--- src/rtl/cpuc_ram_ctrl.sv ---
// cpuc_ram_ctrl
//   Initiator side of the CPUC single-port RAM. Arbitrates an instruction-fetch
//   requester (read-only) and a data requester (read/write) onto one RAM port
//   with round-robin on contention, and returns registered 1-cycle responses.
//
//   Optional build macro: CPUC_RAM_CTRL_INIT_EN
//     defined   : after reset the RAM is swept with INIT_VALUE (MEM_SIZE cycles,
//                 init_busy high, requests held off), then normal operation.
//     undefined : reset goes straight to normal operation, init_busy tied 0.
//
//   Ports
//     clk, rst_n                 clock, async active-low reset
//     f_req_valid/ready/addr     fetch request (valid/ready handshake)
//     f_rsp_valid/data           fetch response, valid is a 1-cycle pulse
//     d_req_valid/ready/wr/addr/wdata  data request
//     d_rsp_valid/data           data response (read data or echoed write data)
//     init_busy                  init sweep in progress
//     ram_address/wren/data      combinational drive into the RAM
//     ram_q                      combinational RAM read data of ram_address
//
//   state   | meaning
//   --------+---------------------------------------------------------
//   ST_INIT | sweeping INIT_VALUE into every implemented word
//   ST_RUN  | arbitrating fetch/data requests onto the RAM port
module cpuc_ram_ctrl #(
  parameter int                    ADDR_WIDTH = 8,
  parameter int                    DATA_WIDTH = 8,
  parameter int                    MEM_SIZE   = 256,
  parameter logic [DATA_WIDTH-1:0] INIT_VALUE = '0
) (
  input  logic                  clk,
  input  logic                  rst_n,
  input  logic                  f_req_valid,
  output logic                  f_req_ready,
  input  logic [ADDR_WIDTH-1:0] f_req_addr,
  output logic                  f_rsp_valid,
  output logic [DATA_WIDTH-1:0] f_rsp_data,
  input  logic                  d_req_valid,
  output logic                  d_req_ready,
  input  logic                  d_req_wr,
  input  logic [ADDR_WIDTH-1:0] d_req_addr,
  input  logic [DATA_WIDTH-1:0] d_req_wdata,
  output logic                  d_rsp_valid,
  output logic [DATA_WIDTH-1:0] d_rsp_data,
  output logic                  init_busy,
  output logic [ADDR_WIDTH-1:0] ram_address,
  output logic                  ram_wren,
  output logic [DATA_WIDTH-1:0] ram_data,
  input  logic [DATA_WIDTH-1:0] ram_q
);

  typedef enum logic {ST_INIT = 1'b0, ST_RUN = 1'b1} state_t;

  // One extra bit so MEM_SIZE == 2^ADDR_WIDTH compares correctly.
  localparam logic [ADDR_WIDTH:0] LP_SIZE = (ADDR_WIDTH+1)'(MEM_SIZE);

  state_t                r_state;
  logic                  r_last_d;     // 1: last grant went to data channel
  logic                  w_run;
  logic                  w_gnt_f;
  logic                  w_gnt_d;
  logic                  w_f_inrange;
  logic                  w_d_inrange;
  logic [DATA_WIDTH-1:0] w_f_rd;
  logic [DATA_WIDTH-1:0] w_d_rd;
  logic [ADDR_WIDTH-1:0] w_init_addr;

`ifdef CPUC_RAM_CTRL_INIT_EN
  localparam state_t                LP_RST_STATE = ST_INIT;
  localparam logic [ADDR_WIDTH-1:0] LP_LAST      = ADDR_WIDTH'(MEM_SIZE - 1);
  logic [ADDR_WIDTH-1:0] r_init_cnt;
  assign w_init_addr = r_init_cnt;
`else
  localparam state_t LP_RST_STATE = ST_RUN;
  assign w_init_addr = '0;
`endif

  assign w_run     = (r_state == ST_RUN);
  assign init_busy = (r_state == ST_INIT);

  // Data wins when alone, or on contention when fetch had the last grant.
  assign w_gnt_d = w_run & d_req_valid & (~f_req_valid | ~r_last_d);
  assign w_gnt_f = w_run & f_req_valid & ~w_gnt_d;

  assign f_req_ready = w_gnt_f;
  assign d_req_ready = w_gnt_d;

  assign w_f_inrange = ({1'b0, f_req_addr} < LP_SIZE);
  assign w_d_inrange = ({1'b0, d_req_addr} < LP_SIZE);

  assign w_f_rd = w_f_inrange ? ram_q : '0;
  assign w_d_rd = d_req_wr ? d_req_wdata : (w_d_inrange ? ram_q : '0);

  always_comb begin
    ram_address = '0;
    ram_wren    = 1'b0;
    ram_data    = '0;
    if (r_state == ST_INIT) begin
      ram_address = w_init_addr;
      ram_wren    = 1'b1;
      ram_data    = INIT_VALUE;
    end else if (w_gnt_d) begin
      ram_address = d_req_addr;
      ram_wren    = d_req_wr & w_d_inrange;
      ram_data    = d_req_wdata;
    end else if (w_gnt_f) begin
      ram_address = f_req_addr;
      ram_data    = d_req_wdata;
    end
  end

  always_ff @(posedge clk or negedge rst_n) begin
    if (!rst_n) begin
      r_state     <= LP_RST_STATE;
      r_last_d    <= 1'b0;
      f_rsp_valid <= 1'b0;
      f_rsp_data  <= '0;
      d_rsp_valid <= 1'b0;
      d_rsp_data  <= '0;
`ifdef CPUC_RAM_CTRL_INIT_EN
      r_init_cnt  <= '0;
`endif
    end else begin
      f_rsp_valid <= 1'b0;
      d_rsp_valid <= 1'b0;
      case (r_state)
        ST_INIT: begin
`ifdef CPUC_RAM_CTRL_INIT_EN
          r_init_cnt <= r_init_cnt + 1'b1;
          if (r_init_cnt == LP_LAST) r_state <= ST_RUN;
`else
          r_state <= ST_RUN;
`endif
        end
        ST_RUN: begin
          if (w_gnt_d) begin
            r_last_d    <= 1'b1;
            d_rsp_valid <= 1'b1;
            d_rsp_data  <= w_d_rd;
          end else if (w_gnt_f) begin
            r_last_d    <= 1'b0;
            f_rsp_valid <= 1'b1;
            f_rsp_data  <= w_f_rd;
          end
        end
      endcase
    end
  end

endmodule
--- config.mk ---
export PLATFORM = sky130hd
export DESIGN_NAME = cpuc_ram_ctrl
export DESIGN_NICKNAME = d
export VERILOG_FILES = /design/src/rtl/cpuc_ram_ctrl.sv
export SDC_FILE = /design/constraint.sdc
export NUM_CORES = 1
export LEC_CHECK = 0
export ABC_CLOCK_PERIOD_IN_PS = 1700
export CAP_MARGIN = 40
export CORE_MARGIN = 5
export CORE_UTILIZATION = 32
export DETAILED_ROUTE_END_ITERATION = 8
export PLACE_DENSITY = 0.82
export SLEW_MARGIN = 30
export SYNTH_ARGS = -nofsm -noshare
export SYNTH_HDL_FRONTEND = slang
export SYNTH_SLANG_ARGS = --single-unit
--- constraint.sdc ---
create_clock -name clk -period 1.7 [get_ports clk]
set_input_delay 0.425 -clock clk [delete_from_list [all_inputs] [get_ports clk]]
set_output_delay 0.425 -clock clk [all_outputs]
set_load 0.1 [all_outputs]
### Word level (Yosys, flattened, before mapping)

Index checks and enable logic that the tools add are counted.

* output and inout bits: 38
* word-level logic and storage cells: 24
* input port bits: 37
* bits in registers: 19

* reduce and logical (&&, ||, !) cells: 2
* mux-type cells: 11
* bitwise operators: 6

Operator list (count)
* $mux W8: 5
* $mux W1: 6
* $not A1 Y1: 3
* $and A1 B1 Y1: 2
* $reduce_and A2 Y1: 1
* $reduce_bool A2 Y1: 1
* $or A1 B1 Y1: 1

### Logic depth before layout (Yosys ltp)

Gate-level depths: netlist (run 1).

* depth in word-level cells: 7
* mapped depth: 4
* depth with buffers taken out: 4

### Worst setup path before layout (run 1)

No wires, ideal clock.

* path kind: input-to-output
* start: input port d_req_valid
* end: output port ram_data[0]
* cell stages on the path: 2
* setup slack: -0.590 ns
* data required time: 1.275 ns
* path buffers: 0
* arrival time: 1.865 ns
* cells stage by stage: nor2_1 -> nor2b_1

* cells in the longest elaborated chain, start to end: 5

RTL lines
* start, declared: RTL line 38 `input logic d_req_valid,`
* $and A1 B1 Y1 *: RTL line 82 `assign w_gnt_d = w_run & d_req_valid & (~f_req_valid | ~r_last_d);`
* $not A1 Y1: RTL line 83 `assign w_gnt_f = w_run & f_req_valid & ~w_gnt_d;`
* $and A1 B1 Y1: RTL line 83
* $mux W8: RTL line 106 `end else if (w_gnt_f) begin`
* $mux W8 *: RTL line 102 `end else if (w_gnt_d) begin`
* end, declared: RTL line 48 `output logic [DATA_WIDTH-1:0] ram_data,`

Mark *: on every way between the ends. The rest lies on a longest branch, timed or not.

### Worst setup path in the final report (run 1)

* start: register r_last_d
* end: output port ram_address[7]

* cells in the longest elaborated chain, start to end: 7

RTL lines
* start, declared: RTL line 58 `logic r_last_d;`
* start signal, assigned: RTL line 115 `r_last_d <= 1'b0;`
* start signal, assigned: RTL line 137 `r_last_d <= 1'b1;`
* start signal, assigned: RTL line 141 `r_last_d <= 1'b0;`
* $not A1 Y1 *: RTL line 82
* $or A1 B1 Y1 *: RTL line 82
* $and A1 B1 Y1 *: RTL line 82
* $not A1 Y1: RTL line 83
* $and A1 B1 Y1: RTL line 83
* $mux W8: RTL line 106
* $mux W8 *: RTL line 102
* end, declared: RTL line 46 `output logic [ADDR_WIDTH-1:0] ram_address,`

Marked as above.

==> impl_metrics.py, run 1 <==
metrics = {
    "status": {
        "outcome": "finished, violations left",
        "violations": "negative setup slack",
    },
    "critical_path": {
        "cp.required_ps": 1270,
        "crit_slowest_cell": "dfrtp_2",
        "endpoint_kind": "output pin",
        "crit_fanout": 9,
        "reg2reg_from": "r_last_d",
        "cpPeakStageDelay_ps": 470,
        "worst-path-buf-inv": 2,
        "worstPathArrival_ps": 1490,
        "reg2reg_slack_ps": 240,
        "worstSetupStartpointType": "register",
        "worstSetupPathType": "register to output pin",
        "cp_cell_sequence": "o21ai_4 -> inv_8 -> a22o_4 -> buf_12",
        "crit_family": "flip-flops",
        "crit_start": "r_last_d",
    },
    "power_and_ir_drop": {
        "p_leak_nw": 1.10,
        "power_density_nw_per_um2": 1040,
        "peakVddDrop_mv": 0.893,
        "power.total_w": 0.00246,
    },
    "sta": {
        "fmax_mhz": 523,
        "maxSlewViolCount": 0,
        "setup_viol": 13,
        "layout_setup_ws_ps": -213,
        "fin_crit_sh_pct": 113,
        "rsz0062_at_grt": "true",
        "skew_ps": 2.34,
        "timing.setup.tns_ps": -2010,
        "period_needed_ps": 1910,
        "report.final.hold_viol_count": 0,
    },
    "global_route": {
        "grt_max_degree": 20,
        "grtUsageTotal_pct": 20.2,
        "grt_pass1_vias": 1089,
        "antenna_found_initial": 0,
        "grt_pass1_wl_um": 6320,
        "grt_overflow": 0,
    },
    "synth": {
        "postSynthCellCount": 81,
        "synth_top_cell_by_area": "dfrtp_1",
        "synth_edf_count": 0,
        "synth_top_area_share_pct": 50.4,
        "ys_types": 18,
        "ys.flop_type": "dfrtp_1",
        "synth.net_count": 118,
        "ys_async_sr_fraction_pct": 100,
        "yosys_warnings": 0,
        "synthesis.area_um2": 943,
        "ys_ff_latch": 19,
        "synth.most_common_cell": "dfrtp_1",
        "yosysSeqAreaShare_pct": 50.4,
        "syn-mean-instance-area_um2": 11.6,
        "ys_top_cells_by_area": "dfrtp_1, mux2_2, mux2i_1",
        "synth_commonest_cells": "dfrtp_1, nor2_1, a21oi_1",
    },
    "detailed_routing": {
        "wl_per_cell_um": 19.8,
        "vias": 990,
        "routed_wl_um": 3930,
        "via_per_inst": 4.97,
        "drc": 0,
        "postRouteAntennaNets": 0,
        "drt_iter0_markers": 33,
        "dr.pass1.iters": 4,
    },
    "clocking": {
        "cts_buffers": 3,
        "cts.clk_slew.worst_paths_ps": 110,
        "cts_sinks": 19,
        "tritoncts": "done",
        "root_buffer": "clkbuf_4",
        "h-tree-depth": 1,
        "clockBufferDepth": 2,
        "clock_latency_ps": 300,
    },
    "finish": {
        "nets": 206,
        "syn2layout_area_growth_pct": 151,
        "fin_area_um2": 2360,
        "n_antenna_cell": 0,
        "finish.utilization_pct": 85.0,
        "drive_above_1_share_pct": 52.4,
    },
    "die": {
        "die_x_um": 64.3,
        "start_util_pct": 33.9,
        "io_pins": 75,
        "die_h_um": 64.3,
        "core_um2": 2780,
        "rows": 19,
        "die_area_um2": 4130,
    },
    "placed_design": {
        "post-place-ws_ps": -479,
        "port_buffers": 73,
        "routabilityCongestion": 0.855,
        "dpl_cell_area_um2": 2260,
        "dp_hpwl_um": 3310,
    },
    "min_path": {
        "hold_path.class": "input pin to asynchronous set/reset pin",
    },
    "flow_run": {
        "drv_cap": 0,
    },
}
==> power breakdown <==
| group | leakage (nW) | switching, W | internal, W |
|---|---|---|---|
| registers | 0.216 | 0.0000810 | 0.000522 |
| clock network | 0.0177 | 0.000150 | 0.0000879 |
| logic | 0.863 | 0.000998 | 0.000620 |
| total | 1.10 | 0.00123 | 0.00123 |
==> final cells by class <==
type	instances	area (um^2)
fillers	148	417
repair buffers	87	1250
clock inverters	1	5.00
well taps	31	38.8
inverters	3	18.8
multi-input cells	55	553
flip-flops and latches	19	477
clock buffers	3	22.5
==> repair_timing <==
action | in CTS | in global routing
pin swaps | 1 | 0
hold buffers | 0 | 0
setup endpoints to repair | 19 | 19
buffers inserted | 2 | 0
gates resized for setup | 20 | 3
==> state kept, by name, summed over array words and instances (netlist names) <==
signal       flops
d_rsp_data       8
d_rsp_valid      1
f_rsp_valid      1
r_last_d         1
f_rsp_data       8
==> layout by cell type, fill, tap and decap left out <==
cell type and count:
a21boi_4 1, a21oi_1 9, a22o_4 8, and2_4 1
buf_12 38, buf_16 1, buf_4 10, buf_6 2
clkbuf_4 3, clkdlybuf4s15_2 2, clkdlybuf4s50_1 29, clkinv_2 1
conb_1 1, dfrtp_1 18, dfrtp_2 1, dlygate4sd2_1 3
dlymetal6s2s_1 2, inv_1 1, inv_2 1, inv_8 1
mux2_2 8, mux2i_1 8, nor2_1 9, nor2_2 1
nor2b_4 8, o21ai_4 1
==> path summary, 6_finish.rpt <==
check,to,depth (start not counted)
setup reg to reg,f_rsp_data[2],4
max in group asynchronous,r_last_d,2
hold reg to reg,r_last_d,1
min in group clk,d_rsp_data[6],3
hold / removal,d_rsp_data[2],2
setup / recovery,ram_address[7],4
==> metrics by stage <==
step | hold slack [ps] | std cells
6_report | 432 | 199
3_3_place_gp | 534 | 193
5_1_grt | 438 | 199
2_1_floorplan | 129 | 81
3_5_place_dp | 553 | 193
4_1_cts | 436 | 199
==> cell families after synthesis <==
family	count (synthesis)	share of synthesized area [%]
buffers and inverters	7	4.37
flip-flops	19	50.4
multiplexers	16	18.0
AO/OA/AOI/OAI	19	16.8
AND/OR/NAND/NOR	19	9.95
other	1	0.397
==> metal layers <==
| metal | GRT usage, % | share of wire [%] |
|---|---|---|
| met5 | 0 | 0 |
| met3 | 2.45 | 5.4 |
| met2 | 39.2 | 57 |
| met4 | 10.9 | 3.3 |
| met1 | 20.4 | 34 |
Power figures use the tool's default switching activity.
==> inputs of run 2 (changes only) <==
- ABC_CLOCK_PERIOD_IN_PS: 1700 -> unset
==> results of run 2 <==
No change in the layout: final DEF, timing and power equal those of run 1.
